### src/rtl/serial_word_receiver_if.sv
// Stream interface of the serial word receiver: bit-serial input side and
// valid/ready word output side.
interface serial_word_receiver_if #(
  parameter int WORD_SIZE = 27
);
  logic                 serialIn;
  logic                 in_valid;
  logic [WORD_SIZE-1:0] out_data;
  logic                 out_valid;
  logic                 out_ready;

  modport slave (
    input  serialIn, in_valid, out_ready,
    output out_data, out_valid
  );

  modport master (
    output serialIn, in_valid, out_ready,
    input  out_data, out_valid
  );
endinterface

### src/rtl/serial_word_receiver.sv
// Serial word receiver: hunts for a header in an MSB-first bitstream, then
// deserialises WORDS words per frame into a small valid/ready output FIFO.
module serial_word_receiver #(
  parameter int                   WORD_SIZE   = 27,
  parameter int                   WORDS       = 3,
  parameter int                   HDR_WIDTH   = 8,
  parameter logic [HDR_WIDTH-1:0] HDR_PATTERN = 8'hA5,
  parameter int                   FIFO_DEPTH  = 4
) (
  input  logic                    clock,
  input  logic                    reset_n,
  input  logic                    clear,
  serial_word_receiver_if.slave   bus,
  output logic                    frame_done,
  output logic                    busy,
  output logic                    overflow
);

  localparam int BCW = $clog2(WORD_SIZE);
  localparam int WCW = (WORDS > 1) ? $clog2(WORDS) : 1;
  localparam int PW  = $clog2(FIFO_DEPTH);
  localparam int CW  = PW + 1;

  localparam logic [BCW-1:0] BIT_RELOAD = BCW'(WORD_SIZE - 1);
  localparam logic [WCW-1:0] LAST_WORD  = WCW'(WORDS - 1);

  typedef enum logic {
    HUNT,
    RECV
  } state_t;

  state_t                r_state;
  // The oldest bit of each shift register is never needed again: the match
  // and the completed word are both formed from the incoming bit, so only
  // the younger bits are stored.
  logic [HDR_WIDTH-2:0]  r_hdr_shift;
  logic [WORD_SIZE-2:0]  r_word_shift;
  logic [BCW-1:0]        r_bit_cnt;
  logic [WCW-1:0]        r_word_cnt;
  logic [WORD_SIZE-1:0]  r_mem [FIFO_DEPTH];
  logic [PW-1:0]         r_wr_ptr;
  logic [PW-1:0]         r_rd_ptr;
  logic [CW-1:0]         r_count;
  logic                  r_frame_done;
  logic                  r_overflow;

  logic [HDR_WIDTH-1:0]  w_hdr_next;
  logic [WORD_SIZE-1:0]  w_word_next;
  logic                  w_word_done;
  logic                  w_pop;
  logic                  w_push;

  assign w_hdr_next  = {r_hdr_shift, bus.serialIn};
  assign w_word_next = {r_word_shift, bus.serialIn};
  assign w_word_done = bus.in_valid && (r_state == RECV) && (r_bit_cnt == '0);
  // A pop frees a slot in the same edge, so a full FIFO still accepts a push.
  assign w_pop       = !clear && (r_count != '0) && bus.out_ready;
  assign w_push      = !clear && w_word_done && ((r_count < CW'(FIFO_DEPTH)) || w_pop);

  // NOTE: FIFO storage has no reset; out_data is forced to 0 while empty,
  // so stale entries are never observable and the array maps to plain RAM.
  always_ff @(posedge clock) begin
    if (w_push) r_mem[r_wr_ptr] <= w_word_next;
  end

  always_ff @(posedge clock or negedge reset_n) begin
    if (!reset_n) begin
      r_state      <= HUNT;
      r_hdr_shift  <= '0;
      r_word_shift <= '0;
      r_bit_cnt    <= BIT_RELOAD;
      r_word_cnt   <= '0;
      r_wr_ptr     <= '0;
      r_rd_ptr     <= '0;
      r_count      <= '0;
      r_frame_done <= 1'b0;
      r_overflow   <= 1'b0;
    end else if (clear) begin
      r_state      <= HUNT;
      r_hdr_shift  <= '0;
      r_word_shift <= '0;
      r_bit_cnt    <= BIT_RELOAD;
      r_word_cnt   <= '0;
      r_wr_ptr     <= '0;
      r_rd_ptr     <= '0;
      r_count      <= '0;
      r_frame_done <= 1'b0;
      r_overflow   <= 1'b0;
    end else begin
      r_frame_done <= 1'b0;

      if (w_pop)  r_rd_ptr <= r_rd_ptr + PW'(1);
      if (w_push) r_wr_ptr <= r_wr_ptr + PW'(1);
      case ({w_push, w_pop})
        2'b10:   r_count <= r_count + CW'(1);
        2'b01:   r_count <= r_count - CW'(1);
        default: ;
      endcase
      // Frame counting continues even when the word itself is dropped.
      if (w_word_done && !w_push) r_overflow <= 1'b1;

      if (bus.in_valid) begin
        unique case (r_state)
          HUNT: begin
            r_hdr_shift <= w_hdr_next[HDR_WIDTH-2:0];
            if (w_hdr_next == HDR_PATTERN) begin
              r_state    <= RECV;
              r_bit_cnt  <= BIT_RELOAD;
              r_word_cnt <= '0;
            end
          end
          RECV: begin
            r_word_shift <= w_word_next[WORD_SIZE-2:0];
            if (r_bit_cnt == '0) begin
              r_bit_cnt <= BIT_RELOAD;
              if (r_word_cnt == LAST_WORD) begin
                r_frame_done <= 1'b1;
                r_state      <= HUNT;
                r_hdr_shift  <= '0;
                r_word_cnt   <= '0;
              end else begin
                r_word_cnt <= r_word_cnt + WCW'(1);
              end
            end else begin
              r_bit_cnt <= r_bit_cnt - BCW'(1);
            end
          end
        endcase
      end
    end
  end

  assign bus.out_valid = (r_count != '0);
  assign bus.out_data  = (r_count != '0) ? r_mem[r_rd_ptr] : '0;
  assign frame_done    = r_frame_done;
  assign busy          = (r_state == RECV);
  assign overflow      = r_overflow;

endmodule
### src/flat_wrapper.sv
// flat-port wrapper written by rule: the top's interface ports become plain ports
module serial_word_receiver_flat 
#(
  parameter int                   WORD_SIZE   = 27,
  parameter int                   WORDS       = 3,
  parameter int                   HDR_WIDTH   = 8,
  parameter logic [HDR_WIDTH-1:0] HDR_PATTERN = 8'hA5,
  parameter int                   FIFO_DEPTH  = 4
)
  (clock, reset_n, clear, frame_done, busy, overflow, bus_serialIn, bus_in_valid, bus_out_ready, bus_out_data, bus_out_valid);
  serial_word_receiver_if #(.WORD_SIZE(WORD_SIZE)) bus_i ();
  input  logic clock;
  input  logic reset_n;
  input  logic clear;
  output logic frame_done;
  output logic busy;
  output logic overflow;
  input wire logic [$bits(bus_i.serialIn)-1:0] bus_serialIn;
  input wire logic [$bits(bus_i.in_valid)-1:0] bus_in_valid;
  input wire logic [$bits(bus_i.out_ready)-1:0] bus_out_ready;
  output wire logic [$bits(bus_i.out_data)-1:0] bus_out_data;
  output wire logic [$bits(bus_i.out_valid)-1:0] bus_out_valid;
  assign bus_i.serialIn = bus_serialIn;
  assign bus_i.in_valid = bus_in_valid;
  assign bus_i.out_ready = bus_out_ready;
  assign bus_out_data = bus_i.out_data;
  assign bus_out_valid = bus_i.out_valid;
  serial_word_receiver #(.WORD_SIZE(WORD_SIZE), .WORDS(WORDS), .HDR_WIDTH(HDR_WIDTH), .HDR_PATTERN(HDR_PATTERN), .FIFO_DEPTH(FIFO_DEPTH)) u_core (.clock(clock), .reset_n(reset_n), .clear(clear), .bus(bus_i), .frame_done(frame_done), .busy(busy), .overflow(overflow));
endmodule
### config.mk
export PLATFORM = sky130hd
export DESIGN_NAME = serial_word_receiver_flat
export DESIGN_NICKNAME = d
export VERILOG_FILES = /design/src/rtl/serial_word_receiver_if.sv /design/src/rtl/serial_word_receiver.sv /design/src/flat_wrapper.sv
export SDC_FILE = /design/constraint.sdc
export NUM_CORES = 1
export LEC_CHECK = 0
export CAP_MARGIN = 5
export CORE_ASPECT_RATIO = 0.9
export CORE_MARGIN = 4
export CORE_UTILIZATION = 30
export CTS_BUF_LIST = sky130_fd_sc_hd__clkbuf_8
export CTS_CLUSTER_SIZE = 8
export DETAILED_ROUTE_END_ITERATION = 7
export GPL_ROUTABILITY_DRIVEN = 0
export PLACE_DENSITY = 0.57
export SYNTH_ARGS = -nofsm -noshare
export SYNTH_HDL_FRONTEND = slang
export SYNTH_SLANG_ARGS = --single-unit
### constraint.sdc
create_clock -name clock -period 3.7 [get_ports clock]
set_clock_uncertainty 0.15 [all_clocks]
set_input_delay 0.925 -clock clock [delete_from_list [all_inputs] [get_ports clock]]
set_output_delay 0.925 -clock clock [all_outputs]
set_load 0.02 [all_outputs]
## Yosys cells after proc, flatten, opt, wreduce, memory -nomap -nowiden

Memories as Yosys holds them, arrays and structs flattened.
Index checks and enable logic that the tools add are counted.

- Equality and inequality tests: 7
- Bitwise gates (word level): 1
- Multiplexer cells: 41
- Magnitude comparators: 1
- Reduce and logical (&&, ||, !) cells: 22
- Add/subtract/negate cells: 6

Operators by type and width:

| kind | number |
|---|---|
| $mux W26 | 3 |
| $mux W7 | 4 |
| $mux W27 | 1 |
| $mux W5 | 4 |
| $mux W2 | 9 |
| $mux W1 | 14 |
| $pmux W7 S2 | 1 |
| $pmux W5 S2 | 1 |
| $reduce_bool A2 Y1 | 5 |
| $eq A8 B8 Y1 const B | 1 |
| $logic_and A1 B1 Y1 | 7 |
| $add A2 B1 Y2 const B | 3 |
| $ne A3 B3 Y1 const B | 2 |
| $pmux W3 S2 | 1 |
| $reduce_and A3 Y1 | 2 |
| $reduce_bool A3 Y1 | 2 |
| $logic_not A5 Y1 | 1 |
| $sub A5 B1 Y5 const B | 1 |
| $eq A2 B2 Y1 const B | 2 |
| $pmux W2 S2 | 1 |
| $reduce_and A2 Y1 | 2 |
| $add A3 B1 Y3 const B | 1 |
| $lt A3 B3 Y1 const B | 1 |
| $mux W3 | 1 |
| other kinds (7) | 8 |

- Memories kept: 1
- Memory bits (writable): 108
- Word-level logic and storage cells: 89
- Output and inout bits: 31
- Input port bits: 6
- Bits in registers: 50

Memories:

| memory | depth | width | read ports | clocked after Yosys merged registers in | wr ports | RTL line | RTL |
|---|---|---|---|---|---|---|---|
| u_core.r_mem | 4 | 27 | 1 | 0 | 1 | serial_word_receiver.sv:40 | `logic [WORD_SIZE-1:0] r_mem [FIFO_DEPTH];` |

## Logic depth before layout (Yosys ltp)

- Depth in word-level cells: 9
- Depth in mapped cells: 8
- Gate-level depth less buffers: 8

## Least setup slack after synthesis

OpenSTA, ideal clock, no wires.

- Path kind: input port to flip-flop
- Start: in clear
- End: mem u_core.r_mem[0][0] (enable)
- Library setup time: 0.386 ns
- Required time: 3.164 ns
- Path slack: 0.787 ns
- Stages on the path: 4
- Arrival: 2.377 ns
- Cell sequence: buf_4 > nand3b_2 > a211oi_4 > and2_1

- Word-level cells in the longest chain between the ends: 7
- Elaborated cells on any way between the ends: 8
- Classes of those cells: 2 x mux; 6 x reduce/logical

RTL lines:

| element | RTL line | RTL |
|---|---|---|
| start: declaration | flat_wrapper.sv:14 | `input logic clear;` |
| $logic_not A1 Y1 (*) | serial_word_receiver.sv:57, serial_word_receiver.sv:58 |  |
| $logic_and A1 B1 Y1 (2 in series) | serial_word_receiver.sv:57 | `assign w_pop = !clear && (r_count != '0) && bus.out_ready;` |
| $logic_or A1 B1 Y1 | serial_word_receiver.sv:58 | `assign w_push = !clear && w_word_done && ((r_count < CW'(FIFO_DEPTH)) \|\| w_pop);` |
| $logic_and A1 B1 Y1 (*) | serial_word_receiver.sv:58 |  |
| $mux W1 (*) | serial_word_receiver.sv:63 | `if (w_push) r_mem[r_wr_ptr] <= w_word_next;` |
| $mux W1 (implied by the code) (*) | serial_word_receiver.sv:63 |  |
| end: declaration | serial_word_receiver.sv:40 |  |

Every way passes the cells marked *; elsewhere a longest branch is shown, timed or not.

## Worst setup path in the final report

- Start: reg u_core.r_rd_ptr[0]
- End: out bus_out_data[25]

- Word-level cells in the longest chain between the ends: 2

RTL lines:

| element | RTL line | RTL |
|---|---|---|
| start: declaration | serial_word_receiver.sv:42 | `logic [PW-1:0] r_rd_ptr;` |
| start signal: assignment | serial_word_receiver.sv:92 | `if (w_pop) r_rd_ptr <= r_rd_ptr + PW'(1);` |
| $mem_v2 Z4 W27 | n/a |  |
| $mux W27 | serial_word_receiver.sv:134 | `assign bus.out_data = (r_count != '0) ? r_mem[r_rd_ptr] : '0;` |
| end: declaration | flat_wrapper.sv:21 | `output wire logic [$bits(bus_i.out_data)-1:0] bus_out_data;` |

Every way passes these cells.

==> impl_metrics.py <==
metrics = {
    "clocking": {
        "cts_tree": "built",
        "clock_latency_ns": 0.45,
        "cts.path.max_buffers": 2,
        "cts_resized": 0,
        "clk_pin_slew_worst_paths_ns": 0.08,
        "cell_at_the_root_of_the_clock_tree": "sky130_fd_sc_hd__clkbuf_8",
        "cts_made_buffers": 17,
        "tritoncts_sink_count": 158,
        "post_cts_hold_buffer_count": 0,
        "ctsHtreeMaxLevel": 4,
        "postCtsSetupRepairBufs": 0,
    },
    "setup_path": {
        "path_max_fanout": 13,
        "crit_path_top_delay_cell": "sky130_fd_sc_hd__dfrtp_2",
        "register_to_register_setup_slack_ns": 0.98,
        "rr_endpoint": "u_core.r_mem[3][1]",
        "worstSetupEndpointType": "output port",
        "worstPathRequired_ns": 2.62,
        "critical_path.cell_chain": "buf_12, mux4_2, and2_1, clkdlybuf4s50_1",
        "reg2reg_depth": 6,
        "longest_individual_stage_delay_on_the_worst_path_ns": 0.56,
        "crit-reg2reg-launch": "u_core.r_bit_cnt[0]",
        "timing.critical_path.from_type": "register",
        "cp_top_family": "buffers and inverters",
        "cp.buffers_inverters": 2,
        "worst-endpoint-arrival_ns": 2.48,
        "crit_start": "u_core.r_rd_ptr[0]",
        "critPathKind": "register to output port",
    },
    "worst_hold_path": {
        "timing.hold.worst.class": "primary input to asynchronous set/reset pin",
    },
    "global_routing": {
        "grt_antenna_before_repair": 0,
        "global_route_wire_length_before_repair_um": 20100,
        "grt_use_total_pct": 10.9,
        "grt_start_max_net_pins": 33,
        "grt.overflow.total": 0,
        "first_global_vias": 3640,
    },
    "floorplan": {
        "effective_utilization_at_floorplan_pct": 30.7,
        "die_area_mm2": 0.0238,
        "die_height_um": 147,
        "core-area_mm2": 0.0210,
        "die-width_um": 162,
        "rows": 50,
        "top_level_ports": 37,
    },
    "route": {
        "met2WireLength_um": 5890,
        "viasPerCell": 4.74,
        "residual_drc": 0,
        "detailroute.via_count": 3449,
        "m1WireLength_um": 5690,
        "detail-route-antenna-nets": 0,
        "route.top_layer_used": "met4",
        "met3RoutedLength_um": 661,
        "routedWlPerCell_um": 17.0,
        "final_wl_um": 12300,
        "first_pass_iters": 4,
        "drtIter0Drc": 253,
    },
    "sta": {
        "setup_tns_final_ns": 0,
        "layout_min_cycle_time_ns": 3.56,
        "achievable-frequency_mhz": 281,
        "timing.final.hold_violations": 0,
        "rsz0062_at_grt": "false",
        "report.final.setup_viol": 0,
        "post-route-period-util_pct": 96.2,
        "worstMarginPinSlew_ns": 0.590,
        "max-slew-margin-rel_pct": 60.7,
        "finalMaxSlewViolations": 0,
    },
    "outcome": {
        "status": "finished, final reports clean",
    },
    "finish": {
        "area_growth_syn_to_layout_pct": 18.8,
        "seq_area_mm2": 0.00450,
        "most-common-layout-cells": "sky130_fd_sc_hd__edfxtp_1 (108), sky130_fd_sc_hd__dfrtp_1 (46), sky130_fd_sc_hd__clkdlybuf4s50_1 (35)",
        "insertedDiodeCount": 0,
        "fill_cells": 1956,
        "multi_input_logic_area_mm2": 0.00179,
        "finalNetCount": 441,
        "drive_above_1_share_pct": 19.7,
        "mostFrequentLayoutCell": "sky130_fd_sc_hd__edfxtp_1",
    },
    "yosys": {
        "synth.largest_area_cell": "sky130_fd_sc_hd__edfxtp_1",
        "ys_types": 48,
        "synthTopCellsByArea": "sky130_fd_sc_hd__edfxtp_1 (50%), sky130_fd_sc_hd__dfrtp_1 (18%), sky130_fd_sc_hd__mux4_2 (9.5%)",
        "synth_seq_cells": 158,
        "synth.yosys.warnings": 0,
        "synth-async-reset-ratio_pct": 31.6,
        "postSynthCellCount": 378,
        "mean_post_synth_cell_area_um2": 17.0,
        "postSynthNetCount": 391,
        "netlist.area_leader.share_pct": 50.5,
        "synth_enable_flop_cells": 108,
        "synth_sequential_area_ratio_pct": 70.0,
        "synth_top_flop_cell": "sky130_fd_sc_hd__edfxtp_1",
        "post_synth_instance_area_mm2": 0.00643,
    },
    "power": {
        "power_density_mw_per_mm2": 423,
        "finalPower_uw": 3230,
        "ir_worst_vdd_mv": 0.246,
        "total_leakage_power_uw": 0.00268,
    },
    "job": {
        "reported_max_cap_violation_count": 0,
    },
    "placed_design": {
        "hpwl_after_dpl_um": 7860,
        "port_buffers": 36,
    },
}
-- cell families (layout without fill, tap and decap cells) --
kind of cell               count (synthesis)  in the layout  share of synthesized area (%)
DFF                                      158            158                           70.0
and+or+nand+nor                           82             82                           8.10
AOI/OAI and AO/OA                         70             70                           8.59
buffers and inverters                     32             95                           2.10
muxes                                     27             27                           9.46
adders and majority gates                  7              7                           1.48
xor gates and xnor gates                   2              2                          0.273
-- power breakdown --
| part | total (µW) | switching [µW] | internal, µW |
|---|---|---|---|
| Sequential | 1890 | 12.1 | 1880 |
| Clock | 1270 | 632 | 640 |
| Combinational | 70.7 | 47.7 | 22.9 |
| Total | 3230 | 692 | 2540 |
-- per-stage QoR --
step / area [µm²] / cells / util (%) / setup WS, ns / hold slack [ns]
after floorplan: 6430 / 378 / - / 0.787 / 0.298
after global placement: 7230 / 695 / 34.5 / 0.547 / 0.307
after detailed placement: 7230 / 695 / 34.5 / 0.528 / 0.331
after CTS: 7640 / 727 / 36.4 / 0.0862 / 0.320
after global routing: 7640 / 727 / 36.4 / 0.00507 / 0.356
final: 7640 / 727 / 36.4 / 0.140 / 0.329
-- worst max-delay path by stage --
stage	to	depth (start not counted)	slack, ns
detailed placement	u_core.r_count[2]	7	0.53
CTS	bus_out_data[25]	4	0.09
floorplan	u_core.r_mem[0][0]	4	0.79
finish	bus_out_data[25]	4	0.14
global route	bus_out_data[2]	5	0.005
global placement	u_core.r_mem[3][5]	5	0.55
-- Yosys cell counts (all sizes together) (2+ instances only) --
library cell / count
a211oi: 4
a22o: 26
o21ai: 12
and2: 32
nand2b: 3
inv: 10
dfstp: 3
a21o: 2
nand2: 8
ha: 6
nor4b: 3
clkbuf: 16
buf: 6
edfxtp: 108
and4bb: 2
nand3: 2
mux4: 27
or4b: 2
nor2: 9
nand3b: 9
o31ai: 4
a21oi: 14
nor3: 8
dfrtp: 47
-- registers in the layout, indices dropped and copies added, names as in the netlist --
name / count
u_core.r_mem: 108
u_core.r_word_shift: 26
u_core.r_hdr_shift: 7
u_core.r_bit_cnt: 5
u_core.r_count: 3
u_core.r_rd_ptr: 2
u_core.r_word_cnt: 2
u_core.r_wr_ptr: 2
u_core.busy: 1
u_core.frame_done: 1
u_core.overflow: 1
-- metal layers --
metal / global-route usage (%) / up-vias
li1: - / 1574
met1: 14.9 / 1778
met2: 17.0 / 83
met3: 3.06 / 14
met4: 3.59 / 0
met5: 0 / -
-- final cells by class --
| class | instances | share of cell area, % |
|---|---|---|
| clock buffer | 19 | 3.42 |
| clock inverter | 13 | 1.87 |
| inverter | 10 | 0.491 |
| multi-input combinational | 188 | 23.5 |
| sequential | 158 | 58.9 |
| tap | 286 | 4.69 |
| timing repair buffer | 53 | 7.14 |
(Power assumes the default switching activity.)
